$ cat config.mk
export PLATFORM = sky130hd
export DESIGN_NAME = fifo_wr_arb
export DESIGN_NICKNAME = d
export VERILOG_FILES = /design/src/rtl/fifo_wr_arb.sv
export SDC_FILE = /design/constraint.sdc
export NUM_CORES = 1
export LEC_CHECK = 0
export ABC_CLOCK_PERIOD_IN_PS = 4200
export CORE_MARGIN = 2
export CORE_UTILIZATION = 29
export CTS_BUF_LIST = sky130_fd_sc_hd__clkbuf_16
export DETAILED_ROUTE_END_ITERATION = 8
export PLACE_DENSITY = 0.95
export SYNTH_ARGS = -nofsm -noshare
export SYNTH_HDL_FRONTEND = slang
export SYNTH_SLANG_ARGS = --single-unit
$ cat constraint.sdc
create_clock -name wclk -period 4.2 [get_ports wclk]
set_input_delay 0.42 -clock wclk [delete_from_list [all_inputs] [get_ports wclk]]
set_output_delay 0.42 -clock wclk [all_outputs]
set_load 0.01 [all_outputs]
$ cat src/rtl/fifo_wr_arb.sv
// fifo_wr_arb: round-robin arbiter that shares the async FIFO write port among
// NUM_REQ write-domain requesters over valid/ready handshakes.
// Build option: define FIFO_WR_ARB_PKT_LOCK_EN to keep multi-word packets
// contiguous. Without it, every accepted word rotates priority.
module fifo_wr_arb #(
    parameter int unsigned  NUM_REQ    = 4,
    parameter int unsigned  DATA_WIDTH = 8,
    localparam int unsigned IDW        = $clog2(NUM_REQ)
) (
    input  logic                          wclk,
    input  logic                          wrst_n,
    input  logic [NUM_REQ-1:0]            req_valid,
    input  logic [NUM_REQ*DATA_WIDTH-1:0] req_data,
    input  logic [NUM_REQ-1:0]            req_last,
    output logic [NUM_REQ-1:0]            req_ready,
    input  logic                          wfull,
    output logic                          winc,
    output logic [DATA_WIDTH-1:0]         wdata,
    output logic [IDW-1:0]                grant_id,
    output logic                          locked
);

    localparam logic [IDW:0]   NUM_REQ_W = (IDW+1)'(NUM_REQ);
    localparam logic [IDW-1:0] LAST_ID   = IDW'(NUM_REQ - 1);

    logic [IDW-1:0] ptr_q;
    logic [IDW-1:0] sel;
    logic [IDW-1:0] ptr_nxt;
    logic [IDW:0]   sum;
    logic           found;

`ifdef FIFO_WR_ARB_PKT_LOCK_EN
    typedef enum logic [0:0] {StIdle, StLock} state_e;

    state_e         state_q;
    logic [IDW-1:0] lock_id_q;
    logic           locked_q;
`endif

    // Pick the first valid requester at or after ptr; a held packet overrides the scan
    always_comb begin
        sel   = ptr_q;
        found = 1'b0;
        sum   = '0;
        for (int k = 0; k < NUM_REQ; k++) begin
            sum = {1'b0, ptr_q} + (IDW+1)'(k);
            if (sum >= NUM_REQ_W) begin
                sum = sum - NUM_REQ_W;
            end
            if (!found && req_valid[sum[IDW-1:0]]) begin
                found = 1'b1;
                sel   = sum[IDW-1:0];
            end
        end
`ifdef FIFO_WR_ARB_PKT_LOCK_EN
        if (state_q == StLock) begin
            sel = lock_id_q;
        end
`endif
    end

    // Same-cycle handshake and write-port mux; reset forces everything quiet
    always_comb begin
        req_ready = '0;
        wdata     = '0;
        for (int i = 0; i < NUM_REQ; i++) begin
            req_ready[i] = (sel == IDW'(i)) & req_valid[i] & ~wfull & wrst_n;
        end
        winc = |(req_valid & req_ready);
        for (int i = 0; i < NUM_REQ; i++) begin
            if (winc && sel == IDW'(i)) begin
                wdata = req_data[i*DATA_WIDTH +: DATA_WIDTH];
            end
        end
    end

    assign ptr_nxt  = (sel == LAST_ID) ? '0 : sel + 1'b1;
    assign grant_id = wrst_n ? sel : '0;

`ifdef FIFO_WR_ARB_PKT_LOCK_EN
    // Lock FSM: a non-last word opens a packet, the last word releases it and rotates
    always_ff @(posedge wclk or negedge wrst_n) begin
        if (!wrst_n) begin
            ptr_q     <= '0;
            state_q   <= StIdle;
            lock_id_q <= '0;
            locked_q  <= 1'b0;
        end else if (winc) begin
            case (state_q)
                StIdle: begin
                    if (!req_last[sel]) begin
                        state_q   <= StLock;
                        lock_id_q <= sel;
                        locked_q  <= 1'b1;
                    end else begin
                        ptr_q <= ptr_nxt;
                    end
                end
                StLock: begin
                    if (req_last[sel]) begin
                        state_q  <= StIdle;
                        ptr_q    <= ptr_nxt;
                        locked_q <= 1'b0;
                    end
                end
                default: begin
                    state_q  <= StIdle;
                    locked_q <= 1'b0;
                end
            endcase
        end
    end

    assign locked = locked_q;
`else
    logic unused_last;

    // Per-word rotation: the requester after the one just served gets top priority
    always_ff @(posedge wclk or negedge wrst_n) begin
        if (!wrst_n) begin
            ptr_q <= '0;
        end else if (winc) begin
            ptr_q <= ptr_nxt;
        end
    end

    assign unused_last = ^req_last;
    assign locked      = 1'b0;
`endif

endmodule

==> flow_summary.ini, run 1 <==
[setup_path]
worstSetupStartpointType = input port
required_ns = 3.78
reg2reg_slack_ns = 1.73
cp.buffers_inverters = 2
worst-path-max-fanout = 12
path_delay_family = buffers and inverters
crit_chain = clkdlybuf4s50_1 -> nor2b_4 -> a21o_1 -> a211oi_2 -> ha_1 -> nand2_2 -> a41o_1 -> nor3_1 -> clkdlybuf4s50_1
max_stage_delay_ns = 0.58
worst_ep_arrival_time_ns = 3.38
crit_type = input port to primary output
crit_path_frequent_cell = clkdlybuf4s50_1
crit_slowest_cell = clkdlybuf4s50_1
worst_setup_path_end_kind = primary output

[sta]
holdWs_ns = 0.408
tightest_slew_ns = 0.523
final_max_slew_viol_count = 0
tns_ns = 0
period_share_pct = 90.5
fin_crit_ns = 3.80
relSlewSlack_pct = 65.0
final-setup-viol-count = 0
fmax_mhz = 263
finalHoldViolCount = 0
rsz0062_at_grt = no
fin_skew_ns = 0.000189

[drt]
wirelength_mm = 2.08
top_layer_used = met4
wl_per_cell_um = 14.9
drc = 0
ant_nets = 0
drtIter0Drc = 21
viasPerCell = 5.52
drt-pass1-iter-count = 4
wl_met3_um = 89
wl_met2_mm = 1.16
via_count = 773
wl_met1_um = 813

[die]
die-area_um2 = 2110
die_y_um = 46.0
design.core.area_um2 = 1690
fp.dieW_um = 46.0
initial_core_util_pct = 30.2
io_pins = 59
row_count = 15

[clock_network]
cts_resized = 0
hold_buffers = 0
clkSinkCount = 2
post_cts_buffers = 0
root_buffer = clkbuf_16
clk_latency_ns = 0.22
cts_max_level = 1
cts.clk_slew.worst_paths_ns = 0.03
cts_tree = built
numCtsBuffers = 3
ctsLongestPathBuffers = 2

[synthesis]
synth_area_leader_cell = a221oi_1
yosys_warnings = 0
synth-compound-area-share_pct = 32.4
avgSynthCellArea_um2 = 7.09
syn_area_um2 = 510
synth.area.mux_share_pct = 2.21
synthAdderAreaFrac_pct = 9.80
yosys.area_share.simple_pct = 34.8
netlist.area_leader.share_pct = 13.7
synth_area_leaders = a221oi_1, dfrtp_1, ha_1, o22ai_1, nor3_1
synth_nets = 119
ys_types = 32
synth-xor-area-share_pct = 0
yosysSeqAreaShare_pct = 9.80
synthCells = 72
ys_ff_latch = 2
synth_top_family_by_area = simple AND/OR/NAND/NOR gates

[layout]
drive_above_1_share_pct = 6.50
largestRegisters = ptr_q (2)
syn_to_final_growth_pct = 116
largest_register_ffs = 2
nets = 172
regMostFlops = ptr_q
antenna_cells = 0

[grt]
grt_pass1_wl_mm = 2.89
grt_max_degree = 13
grt_pass1_vias = 701
antenna_found_initial = 0
grt_usage_pct = 18.9
grt_overflow = 0

[hold_path]
hp-class = input port to async pin

[pwr]
ir_worst_vdd_v = 0.000446
power_density_nw_per_um2 = 475
power_leakage_nw = 0.431

[placed_design]
gp_congestion = 0.706
place_hpwl_mm = 1.67
portBuffers = 53

[run_status]
status = completed

[run]
maxCapViolCount = 0
[metal layers]
metal / GRT usage, % / vias to the layer above
met5: 0 / -
met4: 6.86 / 0
met3: 2.38 / 2
met2: 33.9 / 34
met1: 22.5 / 363
li1: - / 374
[final cells by class]
cell class | count | area (um^2)
multi-input combinational | 60 | 408
clock buffer | 3 | 75.1
fill | 132 | 586
sequential | 2 | 50.0
timing repair buffer | 53 | 531
tap | 17 | 21.3
inverter | 5 | 18.8
[cell usage after synthesis]
cell type	number
clkinv_1	1
nor2b_1	1
mux2_2	1
nor2_1	4
a21oi_1	1
buf_1	1
conb_1	1
a21o_1	1
nand2_1	6
a221oi_1	8
buf_4	2
nand3b_1	1
nor3_1	9
or3_1	1
nor2b_4	1
nand2_2	1
and2_1	2
o21ai_1	1
buf_6	1
nand4b_1	1
a211oi_2	1
or2b_1	1
o21ai_0	1
o22ai_1	8
a41o_1	1
nand2b_1	2
clkbuf_1	1
inv_1	4
ha_1	4
dfrtp_1	2
nor3b_1	1
or2_2	1
[where the power goes]
part           internal, mW  total (mW)  switching (mW)
sequential           0.0290      0.0450          0.0160
clock                 0.121       0.139          0.0185
combinational         0.166       0.340           0.174
total                 0.315       0.524           0.208
[placed cells by master (no fill, tap or decap), types with 2 or more instances in the layout]
cell type and instances:
clkdlybuf4s50_1 53, nor3_1 9, o22ai_1 8, a221oi_1 8
nand2_1 6, inv_1 4, nor2_1 4, ha_1 4
clkbuf_16 3, nand2b_1 2, and2_1 2, dfrtp_1 2
[through the flow]
step / area (um^2) / power, mW / utilization [%] / setup WS, ns / cells
CTS: 1100 / 0.526 / 65.3 / 0.425 / 140
detailed placement: 1030 / 0.380 / 60.9 / 0.428 / 137
finish: 1100 / 0.524 / 65.3 / 0.400 / 140
floorplan: 510 / 0.262 / - / 1.71 / 72
global placement: 1030 / 0.366 / 60.9 / 0.533 / 137
global route: 1100 / 0.561 / 65.3 / 0.243 / 140
[cell families (layout without fill, tap and decap cells)]
family | count (synthesis) | count (layout)
flip-flops | 2 | 2
buffers and inverters | 10 | 61
other | 1 | 1
AND/OR/NAND/NOR | 32 | 32
AO/OA/AOI/OAI | 22 | 22
adder cells (fa/ha/maj) | 4 | 4
multiplexers | 1 | 1
[final timing paths]
check                              from        to  cells after the start
max                        req_valid[2]  wdata[5]                      9
min                              wrst_n  ptr_q[0]                      1
max reg2reg                    ptr_q[0]  ptr_q[1]                      8
min reg2reg                    ptr_q[0]  ptr_q[0]                      2
max in group asynchronous        wrst_n  ptr_q[1]                      1
min in group wclk              ptr_q[0]  ptr_q[0]                      2
Power figures use the tool's default switching activity.
==> inputs of run 2 (changes only) <==
--- a/config.mk
+++ b/config.mk
@@ -11,6 +11,8 @@
 export CTS_BUF_LIST = sky130_fd_sc_hd__clkbuf_16
 export DETAILED_ROUTE_END_ITERATION = 8
 export PLACE_DENSITY = 0.95
+export SKIP_LAST_GASP = 1
+export SLEW_MARGIN = 20
 export SYNTH_ARGS = -nofsm -noshare
 export SYNTH_HDL_FRONTEND = slang
 export SYNTH_SLANG_ARGS = --single-unit
==> results of run 2 <==
The final DEF is identical to that of run 1; final timing and power are the same.
